[src/rtl/mac_pkg.sv]
// Shared definitions for the MAC sequencer slice.
// Default widths and the controller state encoding.
package mac_pkg;

  localparam int DEF_DATA_W = 8;
  localparam int DEF_ACC_W  = 22;
  localparam int DEF_CNT_W  = 8;

  typedef enum logic [1:0] {
    IDLE = 2'd0,
    RUN  = 2'd1,
    DONE = 2'd2
  } state_t;

endpackage

[src/rtl/mac_seq_ctrl_acc.sv]
// Unsigned multiply-accumulate register with synchronous clear.
// carry is bit ACC_W of the sum being formed this cycle.
module mac_acc_unit #(
  parameter int DATA_W = 8,
  parameter int ACC_W  = 22
) (
  input  logic              clk,
  input  logic              rst,
  input  logic              clr,
  input  logic              en,
  input  logic [DATA_W-1:0] a,
  input  logic [DATA_W-1:0] b,
  output logic [ACC_W-1:0]  acc,
  output logic              carry
);

  logic [2*DATA_W-1:0] prod;
  logic [ACC_W:0]      sum;
  logic [ACC_W-1:0]    acc_q;

  assign prod  = a * b;
  assign sum   = {1'b0, acc_q}
               + {{(ACC_W+1-2*DATA_W){1'b0}}, prod};
  assign carry = sum[ACC_W];
  assign acc   = acc_q;

  always_ff @(posedge clk or posedge rst) begin
    if (rst) begin
      acc_q <= '0;
    end else if (clr) begin
      acc_q <= '0;
    end else if (en) begin
      acc_q <= sum[ACC_W-1:0];
    end
  end

endmodule

[src/rtl/mac_seq_ctrl.sv]
// Job sequencer for the MAC datapath: operand intake,
// beat counting, result handshake and sticky overflow.
module mac_seq_ctrl
  import mac_pkg::*;
#(
  parameter int DATA_W = DEF_DATA_W,
  parameter int ACC_W  = DEF_ACC_W,
  parameter int CNT_W  = DEF_CNT_W
) (
  input  logic              clk,
  input  logic              rst,
  input  logic              start,
  input  logic [CNT_W-1:0]  len,
  output logic              busy,
  input  logic [DATA_W-1:0] a_in,
  input  logic [DATA_W-1:0] b_in,
  input  logic              in_valid,
  output logic              in_ready,
  output logic [ACC_W-1:0]  res_out,
  output logic              res_valid,
  input  logic              res_ready,
  output logic              ovf
);

  state_t           state_q;
  logic [CNT_W-1:0] cnt_q;
  logic             ovf_q;
  logic             in_ready_q;
  logic             res_valid_q;
  logic             busy_q;
  logic             beat;
  logic             clr;
  logic             carry;
  logic [ACC_W-1:0] acc;

  assign beat = in_valid & in_ready_q;
  assign clr  = (state_q == IDLE) & start;

  mac_acc_unit #(
    .DATA_W(DATA_W),
    .ACC_W (ACC_W)
  ) u_acc (
    .clk  (clk),
    .rst  (rst),
    .clr  (clr),
    .en   (beat),
    .a    (a_in),
    .b    (b_in),
    .acc  (acc),
    .carry(carry)
  );

  // The accumulator register doubles as the result register:
  // it only moves on beats and holds through DONE and IDLE.
  assign res_out   = acc;
  assign res_valid = res_valid_q;
  assign in_ready  = in_ready_q;
  assign busy      = busy_q;
  assign ovf       = ovf_q;

  always_ff @(posedge clk or posedge rst) begin
    if (rst) begin
      state_q     <= IDLE;
      cnt_q       <= '0;
      ovf_q       <= 1'b0;
      in_ready_q  <= 1'b0;
      res_valid_q <= 1'b0;
      busy_q      <= 1'b0;
    end else begin
      unique case (state_q)
        IDLE: begin
          if (start) begin
            ovf_q  <= 1'b0;
            busy_q <= 1'b1;
            if (len != '0) begin
              cnt_q      <= len;
              in_ready_q <= 1'b1;
              state_q    <= RUN;
            end else begin
              res_valid_q <= 1'b1;
              state_q     <= DONE;
            end
          end
        end
        RUN: begin
          if (beat) begin
            ovf_q <= ovf_q | carry;
            cnt_q <= cnt_q - 1'b1;
            if (cnt_q == CNT_W'(1)) begin
              in_ready_q  <= 1'b0;
              res_valid_q <= 1'b1;
              state_q     <= DONE;
            end
          end
        end
        DONE: begin
          if (res_ready) begin
            res_valid_q <= 1'b0;
            busy_q      <= 1'b0;
            state_q     <= IDLE;
          end
        end
        default: begin
          in_ready_q  <= 1'b0;
          res_valid_q <= 1'b0;
          busy_q      <= 1'b0;
          state_q     <= IDLE;
        end
      endcase
    end
  end

endmodule

[config.mk]
export PLATFORM = sky130hd
export DESIGN_NAME = mac_seq_ctrl
export DESIGN_NICKNAME = d
export VERILOG_FILES = /design/src/rtl/mac_pkg.sv /design/src/rtl/mac_seq_ctrl_acc.sv /design/src/rtl/mac_seq_ctrl.sv
export SDC_FILE = /design/constraint.sdc
export NUM_CORES = 1
export LEC_CHECK = 0
export CAP_MARGIN = 10
export CELL_PAD_IN_SITES_DETAIL_PLACEMENT = 1
export CELL_PAD_IN_SITES_GLOBAL_PLACEMENT = 2
export CORE_MARGIN = 8
export CORE_UTILIZATION = 37
export DETAILED_ROUTE_END_ITERATION = 6
export HOLD_SLACK_MARGIN = 0.12
export PLACE_DENSITY_LB_ADDON = 0.12
export SLEW_MARGIN = 20
export SYNTH_ARGS = -nofsm -noshare
export SYNTH_HDL_FRONTEND = slang
export SYNTH_SLANG_ARGS = --single-unit
[constraint.sdc]
create_clock -name clk -period 6.8 [get_ports clk]
set_input_delay 1.36 -clock clk [delete_from_list [all_inputs] [get_ports clk]]
set_output_delay 1.36 -clock clk [all_outputs]
set_load 0.05 [all_outputs]
# ---- After elaboration in Yosys (flattened, before gate mapping)
# Index checks and enable logic that the tools add are counted.
dict set report totals {
  regBits 36
  out_inout_bits 26
  elab_cells 62
  inputBits 29
}
dict set report classes {
  n_reduce_logical 10
  n_addsub 2
  mux 28
  multipliers 1
  bitwise_logic 5
  eq_ne 9
}
# cell count
set op_table {}
lappend op_table {{$mux 22} 2}
lappend op_table {{$mux 8} 3}
lappend op_table {{$add 22x16->23} 1}
lappend op_table {{$mul 8x8->16} 1}
lappend op_table {{$pmux 8 s2} 1}
lappend op_table {{$mux 1} 12}
lappend op_table {{$mux 2} 5}
lappend op_table {{$ne 2x2->1 const B} 5}
lappend op_table {{$reduce_and 5->1} 2}
lappend op_table {{$pmux 1 s3} 3}
lappend op_table {{$eq 8x1->1 const B} 1}
lappend op_table {{$reduce_and 4->1} 2}
lappend op_table {{$reduce_bool 8->1} 1}
lappend op_table {{$sub 8x1->8 const B} 1}
lappend op_table {{$pmux 2 s3} 1}
lappend op_table {{$reduce_and 3->1} 2}
lappend op_table {{$reduce_bool 2->1} 2}
lappend op_table {{$and 1x1->1} 2}
lappend op_table {{$eq 2x1->1 const B} 1}
lappend op_table {{$eq 2x2->1 const B} 1}
lappend op_table {{$logic_not 2->1} 1}
lappend op_table {{$ne 2x1->1 const B} 1}
lappend op_table {{$not 1->1} 2}
lappend op_table {{$pmux 1 s2} 1}
lappend op_table {{$or 1x1->1} 1}

# ---- Depth between registers and ports, before layout
dict set report depth {
  ltp_word 5
  mapped_depth 17
  mapped_depth_nobuf 16
}

# ---- Cells and area by module
# A second synthesis with hierarchy kept.
dict set report hier_totals {
  hier_cells 512
  area_unflattened_um2 4536.9
}
# module area_per_inst_um2 n_inst seq_area_each_um2 cells_per_inst
set by_module_without_submodules {}
lappend by_module_without_submodules {mac_acc_unit 3611.0 1 550.5 411}
lappend by_module_without_submodules {mac_seq_ctrl 925.9 1 350.3 101}

# ---- Worst setup path before layout
# Ideal clock, no wire load.
dict set report synth_path {
  path_kind {input to register}
  from {in b_in[1]}
  to {reg u_acc.acc_q[20], in the netlist u_acc.acc[20]}
  path_slack_ns 1.359
  t_required_ns 6.680
  arrival_time_ns 5.320
  setup_time_ns 0.120
  path_buffers 1
  cell_stages 16
  cell_sequence {clkbuf_1 > nand2_1 > fa_1 > inv_1 > fa_1 > fa_1 > inv_1 > fa_1 > inv_1 > ha_1 > nand2_1 > a2111oi_4 > nor2_2 > o311ai_4 > a31oi_1 > a41o_1}
}
dict set report synth_via {
  elab_chain_cells 4
}
# item line_no
set synth_lines {}
lappend synth_lines {{from (decl)} mac_seq_ctrl.sv:16} ;# input logic [DATA_W-1:0] b_in,
lappend synth_lines {{$mul 8x8->16} mac_seq_ctrl_acc.sv:21} ;# assign prod = a * b;
lappend synth_lines {{$add 22x16->23} mac_seq_ctrl_acc.sv:23} ;# + {{(ACC_W+1-2*DATA_W){1'b0}}, prod};
lappend synth_lines {{$mux 22} mac_seq_ctrl_acc.sv:32} ;# end else if (en) begin
lappend synth_lines {{$mux 22} mac_seq_ctrl_acc.sv:30} ;# end else if (clr) begin
lappend synth_lines {{to (signal assigned)} mac_seq_ctrl_acc.sv:33} ;# acc_q <= sum[ACC_W-1:0];
lappend synth_lines {{to (decl)} mac_seq_ctrl_acc.sv:19} ;# logic [ACC_W-1:0] acc_q;
# No other way between the ends. The select of a mux whose other input is x is not followed.
# A chain may end at the register's enable or synchronous reset.

# ---- Worst setup path in the final report
dict set report layout_path {
  from {in a_in[5]}
  to {reg u_acc.acc_q[20], in the netlist u_acc.acc[20]}
}
dict set report layout_via {
  elab_chain_cells 4
}
# item line_no
set layout_lines {}
lappend layout_lines {{from (decl)} mac_seq_ctrl.sv:15} ;# input logic [DATA_W-1:0] a_in,
lappend layout_lines {{$mul 8x8->16} mac_seq_ctrl_acc.sv:21}
lappend layout_lines {{$add 22x16->23} mac_seq_ctrl_acc.sv:23}
lappend layout_lines {{$mux 22} mac_seq_ctrl_acc.sv:32}
lappend layout_lines {{$mux 22} mac_seq_ctrl_acc.sv:30}
# No other way between the ends. The select of a mux whose other input is x is not followed.

==> results.json <==
{
  "status": "finished clean",
  "end_kind": "flop",
  "crit_chain": "clkdlybuf4s50_1 > nand2_1 > fa_1 > inv_1 > fa_1 > fa_1 > inv_1 > fa_1 > inv_1 > ha_1 > nand2_2 > a2111oi_4 > nor2_2 > o311ai_4 > a31oi_1 > a41o_1",
  "path_clk_slew_ps": 60,
  "clock_power_share": 0.109,
  "netlist_area_mm2": 0.00449,
  "numCtsBuffers": 5,
  "yosys_warnings": 0,
  "routedWlPerCell_um": 16.3,
  "min_period_ps": 5970,
  "vdd_ir_drop_max_mv": 0.199,
  "cts_resized": 0,
  "final_antenna_net_count": 0,
  "whs_ps": 482,
  "core-area_mm2": 0.0119,
  "drive_gt1_frac": 0.0307,
  "nNetsFinal": 708,
  "cts_setup_buffers": 0,
  "h-tree-depth": 2,
  "root_buffer": "clkbuf_16",
  "grt_pass1_wl_um": 21600,
  "setup_slack_ps": 832,
  "tightest_slew_ps": 1070,
  "pwr_density_cell_mw_per_mm2": 458,
  "place_hpwl_um": 9720,
  "antenna_found_initial": 0,
  "rsz0062_at_grt": "false",
  "synth_ff_type": "dfrtp_1",
  "synth-seq-cells": 36,
  "max_freq_mhz": 168,
  "cts_num_sinks": 36,
  "synth_area_per_cell_um2": 8.35,
  "syn_to_final_growth_pct": 18.9,
  "track_usage": 0.164,
  "setup_tns_ps": 0,
  "cpMostUsedCell": "fa_1",
  "r2r-end": "u_acc.acc[20]",
  "p_comb_frac": 0.736,
  "grt-ovfl-total": 0,
  "reg2reg_slack_ps": 2290,
  "post-place-ws_ps": 563,
  "routed_via_density": 5.07,
  "cts_hold_buffers": 0,
  "routabilityCongestion": 0.808,
  "antenna_cells": 0,
  "p_sw_frac": 0.533,
  "rr_startpoint": "u_acc.acc[7]",
  "min_from": "ovf",
  "clock_latency_ps": 280,
  "cts_tree": "built",
  "whs_endpoint": "ovf",
  "detailedRoute.firstPassIterationCount": 4,
  "reg2reg_depth": 15,
  "power_frac_seq": 0.155,
  "setup_viol_count_final": 0,
  "cp.required_ps": 6970,
  "std_cell_rows": 40,
  "finalMaxSlewViolations": 0,
  "grt_start_max_net_pins": 37,
  "synthesis.nets": 660,
  "worstHoldPathCells": 2,
  "fin_skew_ps": 4.86,
  "syn_inst": 538,
  "cts_buffer_depth": 2,
  "slew_headroom": 0.287,
  "die-area_mm2": 0.0159,
  "power.internal_mw": 1.14,
  "hold_viol": 0,
  "worstPathMaxFanout": 8,
  "die_w_um": 126,
  "maxCapViolations": 0,
  "fin_crit_sh": 0.878,
  "leakagePower_nw": 2.60,
  "synth_edf_count": 0,
  "min_path_type": "reg -> reg",
  "die_h_um": 126,
  "boundaryPins": 55,
  "worstSetupStartpointType": "primary input",
  "yosysSeqAreaShare": 0.201,
  "cpPeakStageDelay_ps": 660,
  "first_iter_violations": 120,
  "routed_wl_um": 12000,
  "remaining_drc_errors": 0,
  "fillers": 1433,
  "critPathArrivalTime_ps": 6140,
  "p_sw_mw": 1.30,
  "grt_pass1_vias": 4254,
  "initial_core_util": 0.377,
  "portBuffers": 54,
  "slowest_stage": "clkdlybuf4s50_1",
  "ys_async_sr_fraction": 1.00,
  "critPathKind": "in -> reg",
  "dr_total_vias": 3723,
  "power.total_mw": 2.45,
  "yosys.cell_types.count": 50
}
[layout by cell type, fill, tap and decap left out, types with 2 or more instances in the layout]
master and n:
o21ai_1 8, o31ai_1 3, nor4_1 2, buf_4 2, nand3_1 19, nor3_1 8, xnor2_1 4, and3_1 8
o21ai_0 15, xor2_1 2, clkdlybuf4s50_1 54, a211oi_1 3, o211ai_1 2, mux2i_1 2, fa_1 50, nor2b_1 4
a31oi_1 4, nor2_1 19, inv_1 101, dfrtp_1 36, a21oi_1 40, and2_1 37, a21o_1 3, nand2b_1 7
nand2_1 75, o21a_1 2, nand4_1 2, or3_1 2, clkbuf_16 5, ha_1 43, nor3b_1 2
[flip-flops by register name, indices dropped and copies added (netlist names)]
signal / count
busy: 1
cnt_q: 8
in_ready: 1
ovf: 1
res_valid: 1
state_q: 2
u_acc.acc: 22
[stage by stage]
stage	util	area, µm²	instances
finish	0.448	5340	734
global placement	0.434	5170	726
CTS	0.448	5340	734
floorplan	-	4490	538
global route	0.448	5340	734
detailed placement	0.434	5170	726
[cell families after synthesis]
| kind of cell | Yosys count | share of synthesized area |
|---|---|---|
| AOI/OAI and AO/OA | 94 | 0.135 |
| xor gates and xnor gates | 6 | 0.0117 |
| adders and majority gates | 93 | 0.343 |
| buffers and inverters | 116 | 0.0972 |
| DFF | 36 | 0.201 |
| muxes | 2 | 0.00446 |
| and+or+nand+nor | 191 | 0.208 |
[power groups by stage]
stage / clock network [mW] / logic, mW / registers (mW)
2_1_floorplan: 0 / 1.22 / 0.520
3_3_place_gp: 0 / 1.79 / 0.379
3_5_place_dp: 0 / 1.81 / 0.383
4_1_cts: 0.275 / 1.83 / 0.380
5_1_grt: 0.279 / 2.07 / 0.392
6_report: 0.266 / 1.80 / 0.379
[Yosys cell counts, drive strengths merged, types with 3 or more instances]
| master | number | area (µm²) |
|---|---|---|
| ha | 43 | 538 |
| nor3 | 8 | 40.0 |
| a21o | 4 | 31.3 |
| fa | 50 | 1000 |
| nand2 | 76 | 288 |
| nor2 | 20 | 77.6 |
| nor2b | 5 | 31.3 |
| and2 | 37 | 231 |
| inv | 101 | 379 |
| clkbuf | 13 | 48.8 |
| xnor2 | 4 | 35.0 |
| nand3 | 19 | 95.1 |
| o21ai | 23 | 115 |
| nand2b | 7 | 43.8 |
| o31ai | 3 | 22.5 |
| a211oi | 4 | 35.0 |
| a31oi | 4 | 25.0 |
| and3 | 8 | 50.1 |
| a21oi | 40 | 200 |
| dfrtp | 36 | 901 |
[critical path: cells and delay by family]
kind	cells	cell delay [ps]
fa+ha+maj	5	2520
compound gates	4	1060
buf+inv	4	810
simple gates	3	380
[area by class of cell]
class,instances,area [µm²],area share
multi-input cells,386,3160,0.591
flip-flops and latches,36,901,0.169
repair buffers,56,556,0.104
inverters,101,379,0.0710
well taps,147,184,0.0345
clock buffers,6,129,0.0241
clock inverters,2,35.0,0.00656
[worst max path at each step]
stage,endpoint,cells past startpoint,from,slack [ps]
after global placement,u_acc.acc[20],16,b_in[7],600
after CTS,u_acc.acc[20],16,a_in[0],840
final,u_acc.acc[20],16,a_in[5],830
after floorplan,u_acc.acc[20],16,b_in[1],1360
after detailed placement,u_acc.acc[20],16,a_in[0],560
after global routing,u_acc.acc[20],16,a_in[0],510
[per-layer routing]
| layer | global-route usage | wire (µm) |
|---|---|---|
| met1 | 0.213 | 5700 |
| met2 | 0.276 | 5690 |
| met3 | 0.0278 | 417 |
| met4 | 0.0460 | 165 |
| met5 | 0 | 0 |
Note: power is estimated with default switching activity, not from simulation.
